==> config.mk <==
export PLATFORM = sky130hd
export DESIGN_NAME = sram_1rw1r_arbiter
export DESIGN_NICKNAME = d
export VERILOG_FILES = /design/src/rtl/sram_1rw1r_arbiter.sv
export SDC_FILE = /design/constraint.sdc
export NUM_CORES = 1
export LEC_CHECK = 0
export CORE_MARGIN = 10
export CORE_UTILIZATION = 46
export DETAILED_ROUTE_END_ITERATION = 8
export PLACE_DENSITY_LB_ADDON = 0.3
export SLEW_MARGIN = 20
export SYNTH_ARGS = -nofsm -noshare
export SYNTH_HDL_FRONTEND = slang
export SYNTH_SLANG_ARGS = --single-unit
==> constraint.sdc <==
create_clock -name clk -period 2.2 [get_ports clk]
set_clock_uncertainty 0.15 [all_clocks]
set_input_delay 0.55 -clock clk [delete_from_list [all_inputs] [get_ports clk]]
set_output_delay 0.55 -clock clk [all_outputs]
set_load 0.05 [all_outputs]
==> src/rtl/sram_1rw1r_arbiter.sv <==
// sram_1rw1r_arbiter: shares a 1RW1R SRAM macro between requesters A and B, clearing the array after reset.
// Ports: clk/rst (sync, active high); a_*/b_* valid/ready request channels with fixed 2-cycle read responses
// (rvalid/rdata); init_done after the clear sweep; sram_* registered macro pins (port0 RW, port1 R).
// Build option: define SRAM_ARB_FWD_EN to forward write data to a same-address read issued in the same cycle.
module sram_1rw1r_arbiter #(
  parameter int DATA_WIDTH = 8,
  parameter int ADDR_WIDTH = 6,
  parameter logic [DATA_WIDTH-1:0] INIT_VALUE = '0
) (
  input  logic                  clk,
  input  logic                  rst,
  input  logic                  a_valid,
  output logic                  a_ready,
  input  logic                  a_we,
  input  logic [ADDR_WIDTH-1:0] a_addr,
  input  logic [DATA_WIDTH-1:0] a_wdata,
  output logic                  a_rvalid,
  output logic [DATA_WIDTH-1:0] a_rdata,
  input  logic                  b_valid,
  output logic                  b_ready,
  input  logic                  b_we,
  input  logic [ADDR_WIDTH-1:0] b_addr,
  input  logic [DATA_WIDTH-1:0] b_wdata,
  output logic                  b_rvalid,
  output logic [DATA_WIDTH-1:0] b_rdata,
  output logic                  init_done,
  output logic                  sram_csb0,
  output logic                  sram_web0,
  output logic [ADDR_WIDTH-1:0] sram_addr0,
  output logic [DATA_WIDTH-1:0] sram_din0,
  input  logic [DATA_WIDTH-1:0] sram_dout0,
  output logic                  sram_csb1,
  output logic [ADDR_WIDTH-1:0] sram_addr1,
  input  logic [DATA_WIDTH-1:0] sram_dout1
);
  localparam logic [0:0] S_INIT = 1'b0;
  localparam logic [0:0] S_RUN  = 1'b1;
`ifdef SRAM_ARB_FWD_EN
  localparam logic FWD = 1'b1;
`else
  localparam logic FWD = 1'b0;
`endif
  logic [0:0] state;
  logic [ADDR_WIDTH-1:0] cnt;
  logic rr;
  logic init, aw, ar, bw, br, same, ga, gb;
  logic fwd_a, fwd_b, p0_a, p0_b, p1_a, p1_b;
  logic t0_v1, t0_o1, t0_v2, t0_o2;
  logic t1_v1, t1_o1, t1_f1, t1_v2, t1_o2, t1_f2;
  logic [DATA_WIDTH-1:0] t1_d1, t1_d2, d1;
  // rr: 0 = A has priority, 1 = B has priority; only a write/write clash consumes it
  always_comb begin
    init = state == S_INIT;
    aw = a_valid & a_we;
    ar = a_valid & ~a_we;
    bw = b_valid & b_we;
    br = b_valid & ~b_we;
    same = a_addr == b_addr;
    ga = (aw & bw) ? ~rr : (ar & bw) ? (~same | FWD) : a_valid;
    gb = (aw & bw) ? rr : (aw & br) ? (~same | FWD) : b_valid;
    a_ready = ~init & ga;
    b_ready = ~init & gb;
    fwd_a = FWD & a_ready & ar & bw & same;
    fwd_b = FWD & b_ready & br & aw & same;
    // on a read/read pair the non-priority reader borrows port0
    p0_a = a_ready & (a_we | (br & rr));
    p0_b = b_ready & (b_we | (ar & ~rr));
    p1_a = a_ready & ~a_we & ~p0_a & ~fwd_a;
    p1_b = b_ready & ~b_we & ~p0_b & ~fwd_b;
    d1 = t1_f2 ? t1_d2 : sram_dout1;
  end
  always_ff @(posedge clk) begin
    if (rst) begin
      state <= S_INIT;
      cnt <= '0;
      rr <= 1'b0;
      init_done <= 1'b0;
      sram_csb0 <= 1'b1;
      sram_web0 <= 1'b1;
      sram_addr0 <= '0;
      sram_din0 <= '0;
      sram_csb1 <= 1'b1;
      sram_addr1 <= '0;
      {t0_v1, t0_o1, t0_v2, t0_o2} <= '0;
      {t1_v1, t1_o1, t1_f1, t1_v2, t1_o2, t1_f2} <= '0;
      t1_d1 <= '0;
      t1_d2 <= '0;
      a_rvalid <= 1'b0;
      b_rvalid <= 1'b0;
      a_rdata <= '0;
      b_rdata <= '0;
    end else begin
      if (init) begin
        cnt <= cnt + 1'b1;
        if (&cnt) begin
          state <= S_RUN;
          init_done <= 1'b1;
        end
      end
      if (aw & bw & ~init) rr <= ~rr;
      sram_csb0 <= ~(init | p0_a | p0_b);
      sram_web0 <= ~(init | (p0_a & a_we) | (p0_b & b_we));
      sram_addr0 <= init ? cnt : p0_a ? a_addr : p0_b ? b_addr : sram_addr0;
      sram_din0 <= init ? INIT_VALUE : (p0_a & a_we) ? a_wdata : (p0_b & b_we) ? b_wdata : sram_din0;
      sram_csb1 <= ~(p1_a | p1_b);
      sram_addr1 <= p1_a ? a_addr : p1_b ? b_addr : sram_addr1;
      t0_v1 <= (p0_a & ~a_we) | (p0_b & ~b_we);
      t0_o1 <= p0_b;
      t0_v2 <= t0_v1;
      t0_o2 <= t0_o1;
      t1_v1 <= p1_a | p1_b | fwd_a | fwd_b;
      t1_o1 <= p1_b | fwd_b;
      t1_f1 <= fwd_a | fwd_b;
      t1_d1 <= fwd_a ? b_wdata : a_wdata;
      t1_v2 <= t1_v1;
      t1_o2 <= t1_o1;
      t1_f2 <= t1_f1;
      t1_d2 <= t1_d1;
      a_rvalid <= (t0_v2 & ~t0_o2) | (t1_v2 & ~t1_o2);
      b_rvalid <= (t0_v2 & t0_o2) | (t1_v2 & t1_o2);
      a_rdata <= (t0_v2 & ~t0_o2) ? sram_dout0 : (t1_v2 & ~t1_o2) ? d1 : a_rdata;
      b_rdata <= (t0_v2 & t0_o2) ? sram_dout0 : (t1_v2 & t1_o2) ? d1 : b_rdata;
    end
  end
endmodule

# Word-level counts from Yosys, hierarchy flattened
# Index checks and enable logic that the tools add are counted.
[classes]
add_sub_neg = 1
n_eq_ne = 2
n_mux = 17
n_bitwise = 48
n_reduce_logical = 7
[op_table]
columns = ["cell", "n"]
rows = [
  ["two-way mux 8 bit", 6],
  ["two-way mux 6 bit", 5],
  ["AND 1 bit", 26],
  ["inverter 1 bit", 12],
  ["OR 1 bit", 10],
  ["nonzero test 2 bit", 4],
  ["AND reduction 7 bit", 1],
  ["adder 6 x 1 -> 6 bit, second input constant", 1],
  ["== test 6 bit", 1],
  ["two-way mux 1 bit", 6],
  ["AND reduction 6 bit", 1],
  ["inequality test 3 x 1 -> 1 bit, second input constant", 1],
  ["OR reduction 2 bit", 1],
]
[word_totals]
regBits = 58
in_bits = 50
out_inout_bits = 44
elab_cells = 97

# Depth between registers and ports, before layout
[depth]
depth_word = 11
depth_mapped = 6
mapped_depth_nobuf = 4

# Worst setup path after synthesis
# OpenSTA, ideal clock, no wires.
[synth_timing]
kind = "input -> output"
startpoint = "input b_addr[3]"
endpoint = "output a_ready"
arrival_ns = 1.855
required_time_ns = 1.500
slack_ns = -0.355
stages = 4
n_path_buf = 0
cell_sequence = "xnor2_1 nand4_1 o41ai_1 a31oi_1"
[synth_via]
elab_chain_cells = 5
[synth_rtl]
columns = ["item", "line", "text"]
rows = [
  ["from (decl)", "22", "input logic [ADDR_WIDTH-1:0] b_addr,"],
  ["== test 6 bit", "58", "same = a_addr == b_addr;"],
  ["inverter 1 bit", "59", "ga = (aw & bw) ? ~rr : (ar & bw) ? (~same | FWD) : a_valid;"],
  ["two-way mux 1 bit (2 in a row)", "59", ""],
  ["AND 1 bit", "61", "a_ready = ~init & ga;"],
  ["to (decl)", "13", "output logic a_ready,"],
]
# Every way passes these cells.

# Worst setup path in the final report
[layout_timing]
startpoint = "input a_addr[1]"
endpoint = "output b_ready"
[layout_via]
elab_chain_cells = 5
[layout_rtl]
columns = ["item", "line", "text"]
rows = [
  ["from (decl)", "15", "input logic [ADDR_WIDTH-1:0] a_addr,"],
  ["== test 6 bit", "58", ""],
  ["inverter 1 bit", "60", "gb = (aw & bw) ? rr : (aw & br) ? (~same | FWD) : b_valid;"],
  ["two-way mux 1 bit (2 in a row)", "60", ""],
  ["AND 1 bit", "62", "b_ready = ~init & gb;"],
  ["to (decl)", "20", "output logic b_ready,"],
]
# Every way passes these cells.

==> results.ini <==
[worst_setup_path]
start_kind = input port
cp-end-kind = primary output
required_ps = 1500
max_stage_delay_ps = 390
cp_max_fo = 3
worstSetupPathType = in -> out
path_delay_family = compound AO/OA/AOI/OAI gates
path_buf_inv = 3
worst_path_max_delay_cell = o41ai_4
worstPathArrival_ps = 1690
path_cells = clkbuf_2 > xor2_2 > buf_4 > o41ai_4 > a31oi_4 > buf_6

[finish]
num-nets-final = 490
regArea_um2 = 1160
syn2layout_area_growth_pct = 54.3
fillers = 447
multi_input_area_um2 = 1690
n_antenna_cell = 0
drive_gt1_share_pct = 31.1
final_util_pct = 73.8

[power_and_ir_drop]
peakVddDrop_mv = 0.528
leakagePower_nw = 1.69
p_sw_share_pct = 23.5
share_seq_of_total_power_pct = 41.3
combPwrFrac_pct = 12.2
p_total_mw = 2.59
power_switching_uw = 607
p_clk_share_pct = 46.4
p_per_area_nw_per_um2 = 585
p_int_mw = 1.98

[clocking]
cts.sinks = 58
htreeDepth = 3
postCtsHoldBufs = 0
cts-root-buf = clkbuf_8
cts_tree = built
numCtsBuffers = 9
clkTransAtPathRegs_ps = 70
worstSkewPairLatency_ps = 330
clock_path_buffers = 2

[sta]
post-route-period-util_pct = 109
finalHoldViolCount = 0
setup_ws_ps = -191
finalCriticalPeriod_ps = 2390
worst_slew_pin_slew_ps = 634
fmax_ghz = 0.418
rsz0062_at_grt = yes
relSlewSlack_pct = 57.7
finalSetupViolations = 2
drv_slew = 0
holdWs_ps = 288

[detailed_routing]
dr_wl_met2_um = 4780
detail_route.iter0.violations = 216
drc = 0
met3_length_um = 568
drt-total-wl_um = 9270
topRoutingLayerUsed = met4
vias_per_cell = 5.64
drt-met1-wl_um = 3710
dr.pass1.iters = 4
vias = 2927
wire_per_inst_um = 17.9
ant_nets = 0

[yosys]
ys.flop_type = dfxtp_1
synth_nets = 366
avgSynthCellArea_um2 = 9.09
synth_top_area_share_pct = 40.5
synthTopCellsByArea = dfxtp_1 41%, mux2i_1 5.9%, a211oi_1 5.8%
synthArstFlopShare_pct = 0
synth_edf_count = 0
synth_area_um2 = 2860
yosys-top-cells-count = 58 x dfxtp_1, 38 x nor2_1, 22 x a211oi_1, 17 x mux2i_1
ys_seq_area_share_pct = 40.5
yosys_register_bits = 58
yosysMostFrequentCell = dfxtp_1
syn_inst = 315
netlist-cell-type-count = 55
synth_warnings = 0
synth_top_cell_by_area = dfxtp_1

[global_routing]
grtUsageTotal_pct = 18.2
grt_pass1_vias = 2980
grt_overflow_total = 0
antenna_found_initial = 0
grt_max_degree = 27
grt_pass1_wl_um = 14800

[placement]
io_buffers = 93
gp_congestion = 0.879
hpwl_um = 6840
place_ws_ps = -798

[job]
drv_cap = 0

[die]
dieHeight_um = 98.9
core.rowCount = 28
pin_count = 94
start_util_pct = 47.8
fp.dieW_um = 98.9
core_um2 = 5990
dieArea_um2 = 9780

[outcome]
violations = setup timing
status = finished with violations

[worst_hold_path]
hp-class = reg -> reg

==> final timing paths <==
| check | end | slack (ps) | cells past startpoint | from |
|---|---|---|---|---|
| worst min register to register | t1_v2 | 290 | 1 | t1_v1 |
| worst min-delay path | t1_v2 | 290 | 1 | t1_v1 |
| worst max-delay path | b_ready | -190 | 6 | a_addr[1] |
| worst max register to register | sram_din0[3] | 450 | 6 | rr |
==> power groups by stage <==
stage | Combinational [mW] | Clock, mW | Sequential [mW]
4_1_cts | 0.304 | 1.22 | 1.07
3_5_place_dp | 0.281 | 0 | 1.09
3_3_place_gp | 0.277 | 0 | 1.09
6_report | 0.316 | 1.20 | 1.07
5_1_grt | 0.336 | 1.26 | 1.07
2_1_floorplan | 0.0902 | 0 | 1.11
==> per-layer routing <==
metal | up-vias | GRT usage (%)
li1 | 1429 | -
met1 | 1397 | 21.5
met2 | 84 | 30.9
met3 | 17 | 4.33
met4 | 0 | 7.28
met5 | - | 0
==> cell type report <==
type	instances	area share, %
clock buffer	9	2.80
clock inverter	7	2.66
inverter	4	0.340
multi-input combinational	227	38.2
sequential	58	26.3
tap	75	2.12
timing repair buffer	139	27.6
==> layout by cell type, fill, tap and decap left out, types with 3 or more instances in the layout <==
cell type / netlist / layout
xor2_1: 3 / 3
a22oi_1: 6 / 6
dlymetal6s2s_1: 0 / 3
clkdlybuf4s50_1: 0 / 36
a311oi_1: 13 / 13
bufinv_16: 0 / 3
dfxtp_1: 58 / 58
inv_1: 4 / 4
a21oi_1: 12 / 12
nor2_1: 38 / 38
o41ai_1: 6 / 4
nand2_1: 15 / 14
a211oi_1: 22 / 22
buf_8: 0 / 3
buf_4: 2 / 80
nor2b_1: 7 / 7
o211ai_1: 6 / 6
nor4b_1: 6 / 6
o31ai_1: 4 / 4
nand3_1: 15 / 15
mux2i_1: 17 / 17
clkbuf_8: 0 / 9
or3_1: 4 / 4
xnor2_4: 0 / 3
nand2b_1: 5 / 5
nand3b_1: 5 / 5
buf_6: 2 / 9
==> registers in the layout (all words and copies together) (netlist names), 6 cells and up <==
signal      flops
a_rdata         8
sram_addr1      6
cnt             6
sram_addr0      6
sram_din0       8
b_rdata         8
==> per-stage QoR <==
| step | cells | TNS (ps) | cell area [um2] |
|---|---|---|---|
| final | 519 | -352 | 4420 |
| after global routing | 519 | -436 | 4420 |
| after CTS | 516 | -418 | 4340 |
| after detailed placement | 498 | -8210 | 4010 |
| after global placement | 498 | -7390 | 4010 |
| after floorplan | 315 | -422 | 2910 |
==> timing repair <==
item | in CTS | in global routing
gates cloned | 0 | 0
pin swaps | 12 | 4
gates resized for setup | 68 | 11
buffers inserted | 2 | 3
setup endpoints to repair | 3 | 19
==> cells by family (layout without fill, tap and decap cells) <==
group                    count (synthesis)  in the layout  share of synthesized area [%]
flip-flops                              58             58                           40.5
AND/OR/NAND/NOR                        110            110                           20.7
buffers and inverters                   30            159                           5.20
adder cells (fa/ha/maj)                  1              1                          0.437
multiplexers                            17             17                           5.94
XOR/XNOR                                10             10                           3.58
AO/OA/AOI/OAI                           89             89                           23.6
Power figures use the tool's default switching activity.
